$ cat config.mk
export PLATFORM = sky130hd
export DESIGN_NAME = exception_ctrl_flat
export DESIGN_NICKNAME = d
export VERILOG_FILES = /design/src/rtl/exception_ctrl_if.sv /design/src/rtl/exception_ctrl.sv /design/src/flat_wrapper.sv
export SDC_FILE = /design/constraint.sdc
export NUM_CORES = 1
export LEC_CHECK = 0
export BUFFER_PORTS_ARGS = -buffer_cell sky130_fd_sc_hd__buf_4
export CORE_UTILIZATION = 40
export CTS_BUF_LIST = sky130_fd_sc_hd__clkbuf_4 sky130_fd_sc_hd__clkbuf_8 sky130_fd_sc_hd__clkbuf_16
export CTS_CLUSTER_SIZE = 30
export DETAILED_ROUTE_END_ITERATION = 12
export PLACE_DENSITY_LB_ADDON = 0.15
export SYNTH_ARGS = -nofsm -noshare
export SYNTH_HDL_FRONTEND = slang
export SYNTH_SLANG_ARGS = --single-unit
export TNS_END_PERCENT = 20
$ cat constraint.sdc
create_clock -name clk -period 3.3 [get_ports clk]
set_clock_uncertainty 0.05 [all_clocks]
set_input_delay 0.66 -clock clk [delete_from_list [all_inputs] [get_ports clk]]
set_output_delay 0.66 -clock clk [all_outputs]
set_load 0.005 [all_outputs]
$ cat src/rtl/exception_ctrl_if.sv
// Exception controller bus: retire-side inputs from the pipeline and the
// PC-steering / handler-status outputs back to it.
//   master : pipeline side (drives instr_done, illegal, eret, irq, pc_cur, pc_next)
//   slave  : exception_ctrl side (drives illop, xadr, epc, cause, irq_pending,
//            in_handler, double_fault, exc_count)
interface exception_ctrl_if;
    logic        instr_done;
    logic        illegal;
    logic        eret;
    logic        irq;
    logic [31:0] pc_cur;
    logic [31:0] pc_next;
    logic        illop;
    logic        xadr;
    logic [31:0] epc;
    logic [1:0]  cause;
    logic        irq_pending;
    logic        in_handler;
    logic        double_fault;
    logic [15:0] exc_count;

    modport master (
        output instr_done, illegal, eret, irq, pc_cur, pc_next,
        input  illop, xadr, epc, cause, irq_pending, in_handler, double_fault, exc_count
    );

    modport slave (
        input  instr_done, illegal, eret, irq, pc_cur, pc_next,
        output illop, xadr, epc, cause, irq_pending, in_handler, double_fault, exc_count
    );
endinterface

$ cat src/rtl/exception_ctrl.sv
// Exception controller: detects illegal-opcode retires and external interrupts,
// steers the PC register to the matching vector, saves the return address and
// cause, and tracks handler state.
// Ports:
//   clk   - system clock, all state updates on posedge
//   reset - synchronous active-high reset
//   bus   - exception_ctrl_if.slave (retire inputs, PC-steering and status outputs)
module exception_ctrl (
    input  logic              clk,
    input  logic              reset,
    exception_ctrl_if.slave   bus
);
    typedef enum logic {
        NORMAL  = 1'b0,
        HANDLER = 1'b1
    } state_t;

    localparam logic [1:0] CAUSE_NONE = 2'b00;
    localparam logic [1:0] CAUSE_ILL  = 2'b01;
    localparam logic [1:0] CAUSE_IRQ  = 2'b10;

    state_t      state;
    logic        irq_q;
    logic        irq_pending;
    logic [31:0] epc;
    logic [1:0]  cause;
    logic        double_fault;
    logic [15:0] exc_count;

    logic illop;
    logic xadr;
    logic irq_rise;
    logic eret_retire;

    // Vector-load strobes are forced low during reset so the PC register never
    // jumps to a vector while the block is being cleared.
    always_comb begin
        illop       = !reset && bus.instr_done && bus.illegal;
        xadr        = !reset && bus.instr_done && !bus.illegal && !bus.eret &&
                      irq_pending && !bus.pc_cur[31] && (state == NORMAL);
        irq_rise    = bus.irq && !irq_q;
        eret_retire = bus.instr_done && bus.eret && !bus.illegal;
    end

    always_ff @(posedge clk) begin
        if (reset) begin
            state        <= NORMAL;
            irq_q        <= 1'b0;
            irq_pending  <= 1'b0;
            epc          <= '0;
            cause        <= CAUSE_NONE;
            double_fault <= 1'b0;
            exc_count    <= '0;
        end else begin
            irq_q <= bus.irq;

            // A fresh rising edge wins over the clear from taking the interrupt,
            // so an edge arriving in the take cycle is not lost.
            if (irq_rise)
                irq_pending <= 1'b1;
            else if (xadr)
                irq_pending <= 1'b0;

            if ((illop || xadr) && (exc_count != '1))
                exc_count <= exc_count + 16'd1;

            case (state)
                NORMAL: begin
                    if (illop) begin
                        state <= HANDLER;
                        epc   <= bus.pc_cur + 32'd4;
                        cause <= CAUSE_ILL;
                    end else if (xadr) begin
                        state <= HANDLER;
                        epc   <= bus.pc_next;
                        cause <= CAUSE_IRQ;
                    end else if (eret_retire) begin
                        cause <= CAUSE_NONE;
                    end
                end
                HANDLER: begin
                    if (illop) begin
                        double_fault <= 1'b1;
                    end else if (eret_retire) begin
                        state <= NORMAL;
                        cause <= CAUSE_NONE;
                    end
                end
                default: state <= NORMAL;
            endcase
        end
    end

    assign bus.illop        = illop;
    assign bus.xadr         = xadr;
    assign bus.epc          = epc;
    assign bus.cause        = cause;
    assign bus.irq_pending  = irq_pending;
    assign bus.in_handler   = (state == HANDLER);
    assign bus.double_fault = double_fault;
    assign bus.exc_count    = exc_count;
endmodule

$ cat src/flat_wrapper.sv
// flat-port wrapper written by rule: the top's interface ports become plain ports
module exception_ctrl_flat 
  (clk, reset, bus_instr_done, bus_illegal, bus_eret, bus_irq, bus_pc_cur, bus_pc_next, bus_illop, bus_xadr, bus_epc, bus_cause, bus_irq_pending, bus_in_handler, bus_double_fault, bus_exc_count);
  exception_ctrl_if bus_i ();
  input  logic clk;
  input  logic reset;
  input wire logic [$bits(bus_i.instr_done)-1:0] bus_instr_done;
  input wire logic [$bits(bus_i.illegal)-1:0] bus_illegal;
  input wire logic [$bits(bus_i.eret)-1:0] bus_eret;
  input wire logic [$bits(bus_i.irq)-1:0] bus_irq;
  input wire logic [$bits(bus_i.pc_cur)-1:0] bus_pc_cur;
  input wire logic [$bits(bus_i.pc_next)-1:0] bus_pc_next;
  output wire logic [$bits(bus_i.illop)-1:0] bus_illop;
  output wire logic [$bits(bus_i.xadr)-1:0] bus_xadr;
  output wire logic [$bits(bus_i.epc)-1:0] bus_epc;
  output wire logic [$bits(bus_i.cause)-1:0] bus_cause;
  output wire logic [$bits(bus_i.irq_pending)-1:0] bus_irq_pending;
  output wire logic [$bits(bus_i.in_handler)-1:0] bus_in_handler;
  output wire logic [$bits(bus_i.double_fault)-1:0] bus_double_fault;
  output wire logic [$bits(bus_i.exc_count)-1:0] bus_exc_count;
  assign bus_i.instr_done = bus_instr_done;
  assign bus_i.illegal = bus_illegal;
  assign bus_i.eret = bus_eret;
  assign bus_i.irq = bus_irq;
  assign bus_i.pc_cur = bus_pc_cur;
  assign bus_i.pc_next = bus_pc_next;
  assign bus_illop = bus_i.illop;
  assign bus_xadr = bus_i.xadr;
  assign bus_epc = bus_i.epc;
  assign bus_cause = bus_i.cause;
  assign bus_irq_pending = bus_i.irq_pending;
  assign bus_in_handler = bus_i.in_handler;
  assign bus_double_fault = bus_i.double_fault;
  assign bus_exc_count = bus_i.exc_count;
  exception_ctrl u_core (.clk(clk), .reset(reset), .bus(bus_i));
endmodule
Yosys cells after proc, flatten, opt, wreduce, memory -nomap -nowiden

Index checks and enable logic that the tools add are counted.

Flip-flop bits (word level): 54
Input port bits: 70
Output and inout port bits: 55
Word-level logic and storage cells: 47

Add/sub/neg operators: 2
Eq/ne operators: 2
Multiplexer cells: 14
Bitwise gates (word level): 1
Reduce and logical (&&, ||, !) cells: 21

Operator list:

| cell                                           | number |
|---|---|
| 2-to-1 mux 32 bit                              | 2 |
| adder 32 x 3 -> 32 bit (second input constant) | 1 |
| adder 16 x 1 -> 16 bit (second input constant) | 1 |
| inequality test 16 bit (second input constant) | 1 |
| logical AND 1 bit                              | 11 |
| 2-to-1 mux 2 bit                               | 4 |
| 2-to-1 mux 1 bit                               | 6 |
| zero test 1 bit                                | 5 |
| case mux 2 bit (2 select lines)                | 1 |
| AND reduction 2 bit                            | 2 |
| nonzero test 2 bit                             | 2 |
| inequality test 2 bit (second input constant)  | 1 |
| case mux 1 bit (2 select lines)                | 1 |
| logical OR 1 bit                               | 1 |
| NOT 1 bit                                      | 1 |

Logic depth before layout (Yosys ltp)

Gate-level depths: netlist of the first run.

Word-level depth: 10
Depth in mapped cells: 9
Mapped depth without buffers: 7

Worst setup path after synthesis of the first run

Ideal clock, no wire load.

Kind: input to output
Start point: input port reset
End point: output port bus_illop
Arrival: 1426 ps
Required time: 2590 ps
Path slack: 1164 ps
Cell stages on the path: 5
Path buffers: 2
Path through: buf_2 inv_2 nand3_2 inv_2 clkbuf_1

Cells in the longest elaborated chain, start to end: 3

Ends and longest elaborated chain:

| item                            | line                 | RTL |
|---|---|---|
| start, declared                 | flat_wrapper.sv:6    | `input logic reset;` |
| zero test 1 bit                 | exception_ctrl.sv:38 | `illop = !reset && bus.instr_done && bus.illegal;` |
| logical AND 1 bit (2 in series) | exception_ctrl.sv:38 |  |
| end, declared                   | flat_wrapper.sv:13   | `output wire logic [$bits(bus_i.illop)-1:0] bus_illop;` |

No other way between the ends.

Final worst setup path of the first run

Start point: input port bus_eret
End point: output port bus_xadr

Cells in the longest elaborated chain, start to end: 5

Ends and longest elaborated chain:

| item                            | line                 | RTL |
|---|---|---|
| start, declared                 | flat_wrapper.sv:9    | `input wire logic [$bits(bus_i.eret)-1:0] bus_eret;` |
| zero test 1 bit                 | exception_ctrl.sv:39 | `xadr = !reset && bus.instr_done && !bus.illegal && !bus.eret &&` |
| logical AND 1 bit (2 in series) | exception_ctrl.sv:39 |  |
| logical AND 1 bit (2 in series) | exception_ctrl.sv:40 | `irq_pending && !bus.pc_cur[31] && (state == NORMAL);` |
| end, declared                   | flat_wrapper.sv:14   | `output wire logic [$bits(bus_i.xadr)-1:0] bus_xadr;` |

No other way between the ends.

==> impl_metrics.json, run 1 <==
{
  "yosys-top-cells-area": "dfxtp_1, xor2_1, nor2_1",
  "p_per_area_nw_per_um2": 340,
  "max_cap_violation_count": 0,
  "critPathLaunchType": "primary input",
  "leakagePower_uw": 0.00171,
  "dominantRegCellSynth": "dfxtp_1",
  "layoutNonFillerInstCount": 570,
  "timing.final.setup_violations": 0,
  "setup_total_negative_slack_ns": 0,
  "total_number_of_vias": 3068,
  "final-max-slew-violation-count": 0,
  "i_o_pin_count": 125,
  "die_height_um": 87.8,
  "final_nets": 545,
  "worst_ep_required_time_ns": 2.59,
  "cts_made_buffers": 5,
  "grt.total_usage_pct": 21.9,
  "critical_path.n_buffers_inverters": 3,
  "dp_wirelength_um": 6300,
  "floorplan.initialDensity_pct": 42.4,
  "cp_peak_stage_delay_ns": 0.49,
  "cts_h_tree_depth": 2,
  "fmax_ghz": 0.377,
  "cts_resized": 0,
  "syn_to_layout_area_delta_pct": 38.5,
  "post_synth.cell_area_avg_um2": 8.32,
  "rows": 30,
  "first_global_vias": 2782,
  "grt_start_max_net_pins": 36,
  "yosysTopAreaCellShare_pct": 36.7,
  "register_bit_count_reported_by_yosys": 54,
  "placed_cell_area_um2": 3960,
  "vias_per_cell": 5.38,
  "die_width_um": 87.8,
  "clkTransAtPathRegs_ns": 0.10,
  "crit_fanout": 6,
  "seq_area_frac_synth_pct": 36.7,
  "timing_hold_violations_final": 0,
  "total_routed_wirelength_um": 8450,
  "timing_worst_slew_pin_value_ns": 0.589,
  "grt_antenna_before_repair": 0,
  "ys_async_sr_fraction_pct": 0,
  "routed_wire_length_per_instance_um": 14.8,
  "sequential_cell_area_um2": 1080,
  "cts_tree": "built",
  "rsz0062_at_grt": "false",
  "multi_input_area_um2": 1760,
  "floorplan.die_area_um2": 7710,
  "yosysTopAreaCell": "dfxtp_1",
  "final_hold_slack_ns": 0.432,
  "antenna_left": 0,
  "final_critical_path_setup_slack_ns": 0.649,
  "cts_hold_buffers": 0,
  "family_of_cells_with_the_greatest_summed_delay_on_the_critical_path": "simple AND/OR/NAND/NOR gates",
  "numPlacedInstances": 562,
  "setup.worst_path.end_class": "primary output",
  "critical-path-top-cell-by-count": "buf_4",
  "synth_cells": 354,
  "cts_root_buffer_type": "clkbuf_8",
  "grt_first_pass_wirelength_um": 13200,
  "post_route_cells_drive_above_1_share_pct": 32.5,
  "synth_nets": 426,
  "place.gp.congestion": 0.858,
  "drc": 0,
  "result_of_the_run": "finished, final reports clean",
  "criticalPathCategory": "primary input to primary output",
  "antenna-diode-count": 0,
  "synth_enable_flop_cells": 0,
  "port-buffer-count": 124,
  "clock_sinks": 54,
  "clk-insertion-delay-late_ns": 0.31,
  "synth.cell_area_um2": 2940,
  "critPathArrivalTime_ns": 1.94,
  "design_area_um2": 4080,
  "synth_cell_types": 51,
  "hold_path.class": "flop to flop",
  "globalRoute.totalOverflow": 0,
  "layout_min_cycle_time_ns": 2.65,
  "drt_iter0_markers": 119,
  "critical-path-slowest-cell": "nor3b_1",
  "final.period_utilization_pct": 80.3,
  "post-cts-setup-buffers": 0,
  "fp.coreArea_um2": 6940,
  "post-place-ws_ns": 0.671,
  "filler_cell_count": 669,
  "yosysWarningCount": 0,
  "max_slew_margin_pct": 60.4,
  "peakVddDrop_mv": 0.223,
  "path_cells": "buf_4, nor3b_1, nand3_1, inv_1, buf_4",
  "drt_pass1_iterations": 4,
  "clk_path_buf_depth": 2
}
-- synth_stat cells (4+ instances only) --
library cell  count
and4_1            6
a31oi_1           5
nor2_1           37
nand4_1          10
nor4_1            5
nor3_1           11
nand2_1          25
a21oi_1          26
dfxtp_1          54
xnor2_1          15
and3_1           15
nand3_1          19
o22ai_1           9
inv_1             5
clkbuf_1         15
a31o_1            6
o21ai_0           4
o21ai_1          10
a211oi_1          9
xor2_1           20
a31o_2            4
-- placed cells by master, fill, tap and decap left out, types with 3 or more instances in the layout --
| cell | Yosys | routed |
|---|---|---|
| a311oi_1 | 3 | 3 |
| o221ai_1 | 3 | 3 |
| dfxtp_1 | 54 | 54 |
| a31o_1 | 6 | 6 |
| o22ai_1 | 9 | 9 |
| mux2i_1 | 3 | 3 |
| xor2_1 | 20 | 20 |
| o21ai_1 | 10 | 9 |
| a211oi_1 | 9 | 9 |
| and4_1 | 6 | 6 |
| a21oi_1 | 26 | 26 |
| nor2b_1 | 3 | 3 |
| nor3_1 | 11 | 11 |
| o21ai_0 | 4 | 4 |
| and3_1 | 15 | 15 |
| clkbuf_8 | 0 | 5 |
| nor4_1 | 5 | 5 |
| nand4_1 | 10 | 10 |
| o21a_1 | 3 | 3 |
| nand3_1 | 19 | 19 |
| inv_1 | 5 | 5 |
| xnor2_1 | 15 | 15 |
| a31oi_1 | 5 | 5 |
| a31o_2 | 4 | 4 |
| nand2_1 | 25 | 25 |
| buf_4 | 1 | 130 |
| nor2_1 | 37 | 37 |
-- worst paths after layout --
kind	startpoint	to	slack (ns)	depth (start not counted)
setup / recovery	bus_eret	bus_xadr	0.65	5
setup reg to reg	u_core.bus.in_handler	u_core.bus.epc[18]	1.20	4
hold reg to reg	u_core.bus.epc[17]	u_core.bus.epc[17]	0.43	2
hold / removal	u_core.bus.epc[17]	u_core.bus.epc[17]	0.43	2
-- layout make-up --
cell class                      instances  share of cell area, %
Clock inverter                          3                   1.07
Multi-Input combinational cell        275                   43.2
Tap cell                               96                   2.95
Clock buffer                            5                   1.69
Inverter                                7                  0.645
Sequential cell                        54                   26.5
Timing Repair Buffer                  130                   23.9
-- cell families (layout without fill, tap and decap cells) --
logic type	after synthesis	count (layout)	synth area share, %
xor gates and xnor gates	35	35	10.4
and+or+nand+nor	143	143	26.4
muxes	3	3	1.02
DFF	54	54	36.7
buffers and inverters	25	145	3.61
adders and majority gates	2	2	0.850
AOI/OAI and AO/OA	92	92	21.0
-- report_power, final --
part	leakage (µW)	internal (µW)	switching [µW]	total (µW)
Clock	0.0000585	228	227	454
Sequential	0.000439	676	17.4	693
Combinational	0.00121	128	112	240
Total	0.00171	1030	356	1390
-- stage by stage --
| stage | utilization [%] | total power [µW] |
|---|---|---|
| after floorplan | - | 806 |
| after global placement | 57.1 | 945 |
| after detailed placement | 57.1 | 949 |
| after CTS | 58.7 | 1400 |
| after global routing | 58.7 | 1450 |
| final | 58.7 | 1390 |
-- flip-flops by register name, indices dropped and copies added (netlist names) --
name / cells
u_core.irq_q: 1
u_core.bus.epc: 32
u_core.bus.double_fault: 1
u_core.bus.exc_count: 16
u_core.bus.in_handler: 1
u_core.bus.irq_pending: 1
u_core.bus.cause: 2
-- metal layers --
metal | share of wire (%) | up-vias | GRT usage, %
li1 | - | 1551 | -
met1 | 44 | 1417 | 28.1
met2 | 49 | 96 | 37.4
met3 | 6.8 | 4 | 5.09
met4 | 0.50 | 0 | 4.92
met5 | 0 | - | 0
-- tightest hold or removal path, delay by kind of cell (launching register included) --
family / cells / cell delay [ns]
simple gates: 1 / 0.06
compound gates: 1 / 0.05
flops: 1 / 0.34
No activity file was read; power rests on OpenSTA's default activity.
==> run 2: changes to the inputs <==
--- a/config.mk
+++ b/config.mk
@@ -5,6 +5,7 @@
 export SDC_FILE = /design/constraint.sdc
 export NUM_CORES = 1
 export LEC_CHECK = 0
+export ABC_AREA = 1
 export BUFFER_PORTS_ARGS = -buffer_cell sky130_fd_sc_hd__buf_4
 export CORE_UTILIZATION = 40
 export CTS_BUF_LIST = sky130_fd_sc_hd__clkbuf_4 sky130_fd_sc_hd__clkbuf_8 sky130_fd_sc_hd__clkbuf_16
==> constraint.sdc (replaced) <==
create_clock -name clk -period 2.7 [get_ports clk]
set_clock_uncertainty 0.05 [all_clocks]
set_input_delay 0.54 -clock clk [delete_from_list [all_inputs] [get_ports clk]]
set_output_delay 0.54 -clock clk [all_outputs]
set_load 0.005 [all_outputs]
==> run 2 against run 1 <==
Effect of this change:
- first-iteration DRC count rose by 16%
- flip-flop and latch count is the same
- count of clock-buffer cells in the layout up 1
- worst hold slack worse by 0.044 ns
- largest power group unchanged
- sequential share of layout area down 2.6 points
- critical path type unchanged
- critical endpoint is now bus_illop
==> impl_metrics.json, run 2 <==
{
  "result_of_the_run": "finished, final reports clean",
  "yosysTopAreaCellShare_pct": 31.8,
  "cts_root_buffer_type": "clkbuf_8",
  "criticalPathCategory": "primary input to primary output",
  "clock_sinks": 54,
  "largest_register_ff_count": 32,
  "synth.area.mux_share_pct": 0,
  "dominantRegCellSynth": "dfxtp_1",
  "antenna-diode-count": 0,
  "final.period_utilization_pct": 77.1,
  "yosysTopAreaCell": "dfxtp_1",
  "antenna_left": 0,
  "grtUsageMet1_pct": 32.1,
  "synth-compound-area-share_pct": 16.4,
  "clk-insertion-delay-late_ns": 0.31,
  "dp_wirelength_um": 7830,
  "drt_pass1_iterations": 5,
  "hold_path.class": "primary input to flop",
  "mostFrequentLayoutCells": "nand2_1, buf_4, nor2_1",
  "top_usage_layer": "met2",
  "worst_ep_required_time_ns": 2.11,
  "rsz0062_at_grt": "false",
  "post-place-ws_ns": 0.533,
  "floorplan.die_area_um2": 8880,
  "timing.final.setup_violations": 0,
  "i_o_pin_count": 125,
  "post-cts-setup-buffers": 0,
  "post-synth-top-count-cell": "nand2_1",
  "timing_worst_slew_pin_value_ns": 0.556,
  "post_synth.cell_area_avg_um2": 6.13,
  "regToRegSetupSlack_ns": 0.78,
  "registers.top_by_ff_count": "u_core.bus.epc",
  "p_per_area_nw_per_um2": 388,
  "cts_tree": "built",
  "fmax_ghz": 0.481,
  "final_critical_path_setup_slack_ns": 0.619,
  "grt_antenna_before_repair": 0,
  "critPathLaunchType": "primary input",
  "m2_gr_usage_pct": 40.4,
  "grt.total_usage_pct": 24.0,
  "register_bit_count_reported_by_yosys": 54,
  "crit_fanout": 29,
  "timing_hold_violations_final": 0,
  "grt_first_pass_wirelength_um": 17000,
  "port-buffer-count": 124,
  "fp.coreArea_um2": 8220,
  "peakVddDrop_mv": 0.224,
  "synth-xor-area-share_pct": 4.37,
  "setup.worst_path.end_class": "primary output",
  "rows": 33,
  "synth_nets": 627,
  "die_height_um": 94.3,
  "yosys.area_share.simple_pct": 38.0,
  "grt_start_max_net_pins": 39,
  "final_nets": 743,
  "routed_wire_length_per_instance_um": 13.2,
  "cts_hold_buffers": 0,
  "clkTransAtPathRegs_ns": 0.11,
  "cts_resized": 0,
  "first_global_vias": 3668,
  "synth_top_family_by_area": "simple AND/OR/NAND/NOR gates",
  "reg_top3": "u_core.bus.epc (32), u_core.bus.exc_count (16), u_core.bus.cause (2)",
  "yosys-top-cells-area": "dfxtp_1, nand2_1, nor2_1",
  "die_width_um": 94.3,
  "final-max-slew-violation-count": 0,
  "clk_path_buf_depth": 2,
  "place.gp.congestion": 0.930,
  "ys_async_sr_fraction_pct": 0,
  "post_route_cells_drive_above_1_share_pct": 22.6,
  "setup_total_negative_slack_ns": 0,
  "floorplan.initialDensity_pct": 41.4,
  "total_routed_wirelength_um": 10300,
  "vias_per_cell": 5.05,
  "max_cap_violation_count": 0,
  "cts_made_buffers": 5,
  "syn_to_layout_area_delta_pct": 32.6,
  "layout_min_cycle_time_ns": 2.08,
  "yosysWarningCount": 0,
  "seq_area_frac_synth_pct": 31.8,
  "cts_h_tree_depth": 2,
  "critPathArrivalTime_ns": 1.49,
  "total_number_of_vias": 3923,
  "drc": 0,
  "synth.cell_area_um2": 3400,
  "met3_usage_pct": 4.61,
  "synth_cell_types": 30,
  "leakagePower_uw": 0.00201,
  "max_slew_margin_pct": 62.9,
  "synth_cells": 555,
  "synth_fa_ha_area_share_pct": 0.735,
  "synthTopCellsByCount": "nand2_1, nor2_1, a21oi_1",
  "globalRoute.totalOverflow": 0,
  "synth_enable_flop_cells": 0,
  "drt_iter0_markers": 138,
  "final_common_cell": "nand2_1"
}
[run 2: kinds of logic (layout without fill, tap and decap cells)]
logic type      after synthesis  after routing
compound gates              104            104
flops                        54             54
fa+ha+maj                     2              2
buf+inv                      69            186
simple gates                309            309
xor+xnor                     17             17
[run 2: worst paths after layout]
check,to,startpoint,cells past startpoint
worst max-delay path,bus_illop,reset,4
worst min-delay path,u_core.irq_q,bus_irq,3
worst max register to register,u_core.bus.exc_count[12],u_core.bus.exc_count[0],10
worst min register to register,u_core.bus.double_fault,u_core.bus.double_fault,2
[run 2: critical path, stage by stage]
cell,delay (ns)
buf_4,0.22
nor2_4,0.33
buf_4,0.26
buf_4,0.13
[run 2: report_power, final]
group	switching [µW]	internal (µW)
clock network	286	306
registers	19.5	826
logic	159	153
[run 2: per-layer routing]
layer  vias to the layer above  share of wire [%]
li1                       2017                  -
met1                      1766                 46
met2                       133                 46
met3                         7                7.2
met4                         0               0.72
met5                         -                  0
[run 2: metrics by stage]
step	std cells	total power, µW	utilization, %	instance area, µm²	hold WS (ns)
after global routing	777	1840	55.0	4520	0.401
after floorplan	555	1000	-	3400	0.398
after global placement	769	1170	53.5	4390	0.393
after CTS	777	1760	55.0	4520	0.383
final	777	1750	55.0	4520	0.387
after detailed placement	769	1170	53.5	4390	0.393
[run 2: layout make-up]
type	count	area (µm²)
fillers	833	3700
multi-input cells	432	2030
flip-flops and latches	54	1080
repair buffers	129	968
inverters	49	184
well taps	105	131
clock buffers	6	82.6
clock inverters	2	38.8
